[config.mk]
export PLATFORM = sky130hd
export DESIGN_NAME = pc_fetch
export DESIGN_NICKNAME = d
export VERILOG_FILES = /design/src/rtl/pc_fetch_pkg.sv /design/src/rtl/pc_fetch.sv
export SDC_FILE = /design/constraint.sdc
export NUM_CORES = 1
export LEC_CHECK = 0
export BUFFER_PORTS_ARGS = -buffer_cell sky130_fd_sc_hd__buf_4
export CAP_MARGIN = 10
export CORE_UTILIZATION = 50
export DETAILED_ROUTE_END_ITERATION = 12
export HOLD_SLACK_MARGIN = 0.1
export PLACE_DENSITY = 0.78
export SYNTH_ARGS = -nofsm -noshare
export SYNTH_HDL_FRONTEND = slang
export SYNTH_SLANG_ARGS = --single-unit
[constraint.sdc]
create_clock -name clk -period 2.2 [get_ports clk]
set_input_delay 0.22 -clock clk [delete_from_list [all_inputs] [get_ports clk]]
set_output_delay 0.22 -clock clk [all_outputs]
set_load 0.005 [all_outputs]
[src/rtl/pc_fetch_pkg.sv]
// Shared types and constants for the instruction-fetch front end.
package pc_fetch_pkg;

    localparam int unsigned PC_INC           = 4;
    localparam int unsigned INSTR_ALIGN_BITS = 2;
    localparam logic [31:0] DEFAULT_RESET_PC = 32'h0000_0000;

    typedef enum logic [1:0] {
        ST_REQ  = 2'd0,
        ST_WAIT = 2'd1,
        ST_HOLD = 2'd2,
        ST_HALT = 2'd3
    } fetch_state_e;

endpackage

[src/rtl/pc_fetch.sv]
// Instruction-fetch front end: owns the PC, issues word fetches, buffers one instruction for decode.
// Optional misaligned-redirect trap enabled by defining PC_FETCH_MISALIGN_TRAP_EN.
module pc_fetch
    import pc_fetch_pkg::*;
#(
    parameter int unsigned     XLEN     = 32,
    parameter logic [XLEN-1:0] RESET_PC = XLEN'(DEFAULT_RESET_PC)
) (
    input  logic            clk,
    input  logic            rst_n,
    input  logic            redirect_valid,
    input  logic [XLEN-1:0] redirect_pc,
    output logic            imem_req_valid,
    output logic [XLEN-1:0] imem_req_addr,
    input  logic            imem_req_ready,
    input  logic            imem_rsp_valid,
    input  logic [XLEN-1:0] imem_rsp_data,
    output logic            if_valid,
    output logic [XLEN-1:0] if_instr,
    output logic [XLEN-1:0] if_pc,
    input  logic            if_ready
`ifdef PC_FETCH_MISALIGN_TRAP_EN
    ,
    output logic            misalign_err
`endif
);

    fetch_state_e    state_q, state_d;
    logic [XLEN-1:0] pc_q, pc_d;
    logic [XLEN-1:0] fetch_pc_q, fetch_pc_d;
    logic            kill_q, kill_d;
    logic            req_valid_q, req_valid_d;
    logic [XLEN-1:0] req_addr_q, req_addr_d;
    logic            if_valid_q, if_valid_d;
    logic [XLEN-1:0] if_instr_q, if_instr_d;
    logic [XLEN-1:0] if_pc_q, if_pc_d;
    logic            req_fire;
    logic [XLEN-1:0] pc_inc;
    logic [XLEN-1:0] redir_pc;

`ifdef PC_FETCH_MISALIGN_TRAP_EN
    logic            err_q, err_d;
    logic            redirect_bad;
    assign redirect_bad = redirect_valid && (redirect_pc[INSTR_ALIGN_BITS-1:0] != '0);
`else
    logic            unused_redirect_lsb;
    assign unused_redirect_lsb = ^redirect_pc[INSTR_ALIGN_BITS-1:0];
`endif

    // A request is committed only on the registered valid meeting ready.
    assign req_fire = req_valid_q && imem_req_ready;
    assign pc_inc   = pc_q + XLEN'(PC_INC);
    assign redir_pc = {redirect_pc[XLEN-1:INSTR_ALIGN_BITS], {INSTR_ALIGN_BITS{1'b0}}};

    // Next-state and registered-output logic; redirect takes priority in every state.
    always_comb begin
        state_d    = state_q;
        pc_d       = pc_q;
        fetch_pc_d = fetch_pc_q;
        kill_d     = kill_q;
        if_valid_d = if_valid_q;
        if_instr_d = if_instr_q;
        if_pc_d    = if_pc_q;
`ifdef PC_FETCH_MISALIGN_TRAP_EN
        err_d      = err_q;
`endif

        unique case (state_q)
            ST_REQ: begin
                if (redirect_valid) begin
                    pc_d = redir_pc;
                    if (req_fire) begin
                        kill_d  = 1'b1;
                        state_d = ST_WAIT;
                    end
                end else if (req_fire) begin
                    fetch_pc_d = pc_q;
                    pc_d       = pc_inc;
                    state_d    = ST_WAIT;
                end
            end
            ST_WAIT: begin
                if (redirect_valid) begin
                    pc_d = redir_pc;
                    if (imem_rsp_valid) begin
                        kill_d  = 1'b0;
                        state_d = ST_REQ;
                    end else begin
                        kill_d = 1'b1;
                    end
                end else if (imem_rsp_valid) begin
                    if (kill_q) begin
                        kill_d  = 1'b0;
                        state_d = ST_REQ;
                    end else begin
                        if_instr_d = imem_rsp_data;
                        if_pc_d    = fetch_pc_q;
                        if_valid_d = 1'b1;
                        state_d    = ST_HOLD;
                    end
                end
            end
            ST_HOLD: begin
                if (redirect_valid) begin
                    pc_d       = redir_pc;
                    if_valid_d = 1'b0;
                    state_d    = ST_REQ;
                end else if (if_ready) begin
                    if_valid_d = 1'b0;
                    state_d    = ST_REQ;
                end
            end
            default: begin
            end
        endcase

`ifdef PC_FETCH_MISALIGN_TRAP_EN
        // A misaligned target parks the unit until reset.
        if (redirect_bad && (state_q != ST_HALT)) begin
            pc_d       = pc_q;
            kill_d     = 1'b0;
            if_valid_d = 1'b0;
            err_d      = 1'b1;
            state_d    = ST_HALT;
        end
`endif

        req_valid_d = (state_d == ST_REQ);
        req_addr_d  = pc_d;
    end

    always_ff @(posedge clk or negedge rst_n) begin
        if (!rst_n) begin
            state_q     <= ST_REQ;
            pc_q        <= RESET_PC;
            fetch_pc_q  <= RESET_PC;
            kill_q      <= 1'b0;
            req_valid_q <= 1'b0;
            req_addr_q  <= RESET_PC;
            if_valid_q  <= 1'b0;
            if_instr_q  <= '0;
            if_pc_q     <= '0;
        end else begin
            state_q     <= state_d;
            pc_q        <= pc_d;
            fetch_pc_q  <= fetch_pc_d;
            kill_q      <= kill_d;
            req_valid_q <= req_valid_d;
            req_addr_q  <= req_addr_d;
            if_valid_q  <= if_valid_d;
            if_instr_q  <= if_instr_d;
            if_pc_q     <= if_pc_d;
        end
    end

`ifdef PC_FETCH_MISALIGN_TRAP_EN
    always_ff @(posedge clk or negedge rst_n) begin
        if (!rst_n) begin
            err_q <= 1'b0;
        end else begin
            err_q <= err_d;
        end
    end

    assign misalign_err = err_q;
`endif

    assign imem_req_valid = req_valid_q;
    assign imem_req_addr  = req_addr_q;
    assign if_valid       = if_valid_q;
    assign if_instr       = if_instr_q;
    assign if_pc          = if_pc_q;

endmodule

* Yosys cells after proc, flatten, opt, wreduce, memory -nomap -nowiden
Cells that the tools add are included.
** Storage, ports and cells
- Bits in registers :: 133
- Latch bits :: 0
- RAM bits :: 0
- Memory bits (read-only) :: 0
- Input port bits :: 70
- Output and inout port bits :: 98
- Memories :: 0
** Operators by class
- Add/subtract/negate cells :: 1
- $mul :: 0
- Divide/modulo/power cells :: 0
- Magnitude comparators :: 0
- Eq/ne operators :: 11
- Shift operators :: 0
- Mux-type cells :: 24
- Bitwise gates (word level) :: 2
- Reduce and logical (&&, ||, !) cells :: 12
** Operators with widths (count)
- 2-to-1 mux 32 bit :: 3
- one-hot mux 32 bit (2 select lines) :: 1
- adder 32 x 3 -> 32 bit, second input constant :: 1
- 2-to-1 mux 2 bit :: 7
- 2-to-1 mux 1 bit :: 10
- inequality test 2 bit, second input constant :: 5
- inequality test 3 bit, second input constant :: 3
- AND reduction 4 bit :: 2
- one-hot mux 2 bit (3 select lines) :: 1
- AND reduction 3 bit :: 2
- nonzero test 2 bit :: 3
- AND reduction 5 bit :: 1
- logical NOT 2 bit :: 2
- one-hot mux 1 bit (2 select lines) :: 2
- equality test 2 x 1 -> 1 bit, second input constant :: 1
- equality test 2 bit, second input constant :: 1
- inequality test 2 x 1 -> 1 bit, second input constant :: 1
- NOT 1 bit :: 2
- OR reduction 2 bit :: 1
- logical AND 1 bit :: 1

* Depth between registers and ports, before layout
- Word-level depth :: 5
- Mapped depth :: 8
- Depth with buffers taken out :: 7

* Least setup slack after synthesis
No wires, ideal clock.
- Path type :: reg2reg
- Start :: reg state_q[0]
- End :: reg req_addr_q[5], in the netlist imem_req_addr[5]
- Data arrival time :: 1.810 ns
- Required time :: 2.063 ns
- Slack :: 0.253 ns
- Stages on the path, launching flop included :: 8
- Path buffers :: 2
- Period minus slack after synthesis :: 1.947 ns
- Path through :: dfrtp_1 inv_1 ha_1 nor2b_1 a221oi_1 buf_2 buf_1 a21oi_1
** Between the ends
- Longest elaborated chain between the ends :: 4
- Elaborated cells between the ends (all ways) :: 9
- Classes of those cells :: 4 x eq/ne; 1 x mux; 4 x reduce/logical
** RTL lines
- from (decl) :: line pc_fetch.sv:28 : fetch_state_e state_q, state_d;
- from (signal assigned) :: line pc_fetch.sv:144 : state_q <= state_d;
- equality test 2 bit / equality test 2 x 1 -> 1 bit (equally long branches) :: line pc_fetch.sv:68 : unique case (state_q)
- OR reduction 2 bit (no line)
- inequality test 2 x 1 -> 1 bit (no line) / nonzero test 2 bit (equally long branches)
- AND reduction 3 bit (no line)
- to (signal assigned) :: line pc_fetch.sv:149 : req_addr_q <= req_addr_d;
- to (decl) :: line pc_fetch.sv:33 : logic [XLEN-1:0] req_addr_q, req_addr_d;
Several ways; a longest one is shown, not always the timed one.
A chain may end at the register's enable or synchronous reset.

* Worst setup path after layout
- Start :: reg state_q[0]
- End :: reg req_addr_q[18], in the netlist imem_req_addr[18]
Same word-level chain as after synthesis.

==> results.yml <==
critical_path:
  worst-path-buf-inv: 2
  crit_path_cell_trace: "inv_1 > ha_1 > nor2b_1 > a221o_1 > buf_4 > a21oi_1 > a2bb2oi_1"
  crit_type: "reg2reg"
  path_max_fanout: 8
  cp_top_family: "compound AO/OA/AOI/OAI gates"
  critPathMaxStageDelay_ns: 0.39
  arrival_ns: 2.36
  crit_required_ns: 2.52
  cp-end-kind: "register"
  slowest_stage: "dfrtp_1"
  critPathLaunchType: "register"
drt:
  drtAntennaViolNets: 0
  drt_pass1_iterations: 5
  routed_wl_mm: 15.13
  wire_per_inst_um: 17.96
  post-route-drc-count: 0
  initialDrtViolationCount: 270
  vias: 4731
  via_per_inst: 5.619
logic_synthesis:
  synth_top_area_cell: "dfrtp_1"
  async_reset_ff_share_pct: 100.0
  synth_edf_count: 0
  synthDistinctLibCells: 46
  synth.top_cell.area_share_pct: 55.89
  synth_area_mm2: 0.005687
  syn-instance-count: 483
  yosysWarnings: 0
  synth_flop_cell: "dfrtp_1"
  yosysSeqAreaShare_pct: 55.89
  synthTopCellsByArea: "dfrtp_1 56%, mux2_2 18%, a21oi_1 3.5%, nand2_1 2.0%, nand3_1 1.8%"
  synth.avg_cell_area_um2: 11.77
  synth_seq_cells: 127
die:
  die_area_mm2: 0.01180
  io_pins: 168
  die_y_um: 108.6
  die_x_um: 108.6
  start_util_pct: 51.78
  std_cell_rows: 38
  coreArea_mm2: 0.01098
cells_and_area:
  seq_area_mm2: 0.003178
  nets: 764
  drive_gt1_share_pct: 44.59
  most-common-layout-cells: "176 x buf_4, 127 x dfrtp_1, 91 x mux2_2"
  multi_input_area_mm2: 0.002381
  syn2layout_area_growth_pct: 44.20
  n_fill_cell: 689
  final_common_cell: "buf_4"
  diodes: 0
  fin_util_pct: 74.66
grt:
  antenna_found_initial: 0
  grt_util_all_layers_pct: 26.50
  grt-ovfl-total: 0
  grt_max_degree: 48
  grt_pass1_vias: 4699
  grt_pass1_wl_mm: 23.58
sta:
  post-route-period-util_pct: 92.60
  setup_tns_ns: 0
  slew_viol_final: 0
  rsz0062_at_grt: "false"
  max_slew_margin_pct: 58.95
  hold_viol_final: 0
  final.min_clock_period_ns: 2.037
  timing.fmax_mhz: 490.9
  worstMarginPinSlew_ns: 0.6135
  finalSetupViolCount: 0
  clock-skew-final_ns: 0.005445
pwr:
  leakagePower_nw: 3.704
  power.density_mw_per_mm2: 1507
  ir_worst_vdd_v: 0.0007495
clocking:
  clk_latency_ns: 0.41
  numCtsBuffers: 17
  cts_max_level: 4
  cts_tree: "yes"
  cts_sinks: 127
  cts.path.max_buffers: 2
  root_buffer: "clkbuf_16"
  clk_pin_slew_ns: 0.06
worst_hold_path:
  hold_class: "in2reg"
place:
  dp_hpwl_mm: 9.919
  gp_congestion: 0.8578
  portBuffers: 161
job:
  cap_viol_max_count: 0
run_status:
  status: "completed"
==> where the power goes <==
part	switching [mW]	leakage (nW)	internal [mW]
clock network	1.04	0.325	2.17
logic	2.07	1.87	2.63
registers	0.964	1.50	3.49
==> kinds of logic after synthesis <==
group,Yosys count,share of synthesized area [%]
AND/OR/NAND/NOR,114,10.21
multiplexers,91,18.02
flip-flops,127,55.89
buffers and inverters,39,3.080
other,1,0.06594
AO/OA/AOI/OAI,106,11.64
adder cells (fa/ha/maj),5,1.100
==> cell usage after synthesis (all sizes together), types with 2 or more instances <==
master and count:
a2bb2oi 11, and3 6, o32ai 2, nor3 10
a211oi 2, buf 19, clkbuf 13, a21oi 40
ha 5, nand3 23, dfrtp 127, nor2 19
o21ai 19, a21o 2, and2 2, mux2 91
nand2b 2, o22ai 16, or3 2, inv 7
nand2 30, a31oi 4, nor4 3, nand4 12
and4 2, or2 2, o41ai 2
==> metal layers <==
metal | wire [µm] | vias up | share of wire [%] | GRT usage [%]
met5 | 0 | - | 0 | 0
met4 | 214 | 0 | 1.4 | 9.170
met3 | 1368 | 24 | 9.0 | 9.145
met2 | 7356 | 230 | 49 | 44.12
met1 | 6185 | 2280 | 41 | 32.06
li1 | - | 2197 | - | -
==> worst paths after layout <==
path	startpoint	endpoint	slack [ns]	cells after the start
max	state_q[0]	imem_req_addr[18]	0.16	7
min reg2reg	fetch_pc_q[23]	if_pc[23]	0.50	1
max in group asynchronous	rst_n	kill_q	1.22	3
min	redirect_pc[3]	imem_req_addr[3]	0.11	3
max reg2reg	state_q[0]	imem_req_addr[18]	0.16	7
min in group asynchronous	rst_n	if_pc[14]	0.33	2
==> worst reg2reg max path, stage by stage, from the launching register on <==
cell and delay, ns:
dfrtp_1 0.39, inv_1 0.09, ha_1 0.26, nor2b_1 0.21, a221o_1 0.39, buf_4 0.19
a21oi_1 0.19, a2bb2oi_1 0.23
==> flip-flops by register name (all words and copies together) (netlist names) <==
name / cells
if_valid: 1
if_instr: 32
state_q: 2
imem_req_addr: 30
kill_q: 1
fetch_pc_q: 30
imem_req_valid: 1
if_pc: 30
==> through the flow <==
| step | power, mW | cell area (µm²) | worst slack [ns] | hold slack, ns | cells |
|---|---|---|---|---|---|
| 3_3_place_gp | 8.767 | 7142 | 0.2566 | 0.2258 | 772 |
| 6_report | 12.36 | 8200 | 0.1629 | 0.1098 | 842 |
| 3_5_place_dp | 9.008 | 7142 | 0.1813 | 0.2394 | 772 |
| 4_1_cts | 12.33 | 8180 | 0.1546 | 0.1078 | 840 |
| 2_1_floorplan | 6.717 | 5698 | 0.2529 | -0.07559 | 486 |
| 5_1_grt | 13.13 | 8200 | 0.01942 | 0.1136 | 842 |
==> layout make-up <==
class / count / area share, %
flip-flops and latches: 127 / 38.76
multi-input cells: 320 / 29.04
repair buffers: 216 / 21.48
clock buffers: 20 / 5.447
clock inverters: 12 / 2.823
well taps: 140 / 2.136
inverters: 7 / 0.3204
==> repair_timing <==
item | CTS | global route
setup buffers | 0 | 2
hold buffers | 36 | 0
gates resized for setup | 0 | 1
setup endpoints to repair | 0 | 4
endpoints found under the hold margin | 74 | 0
Note: power is estimated with default switching activity, not from simulation.
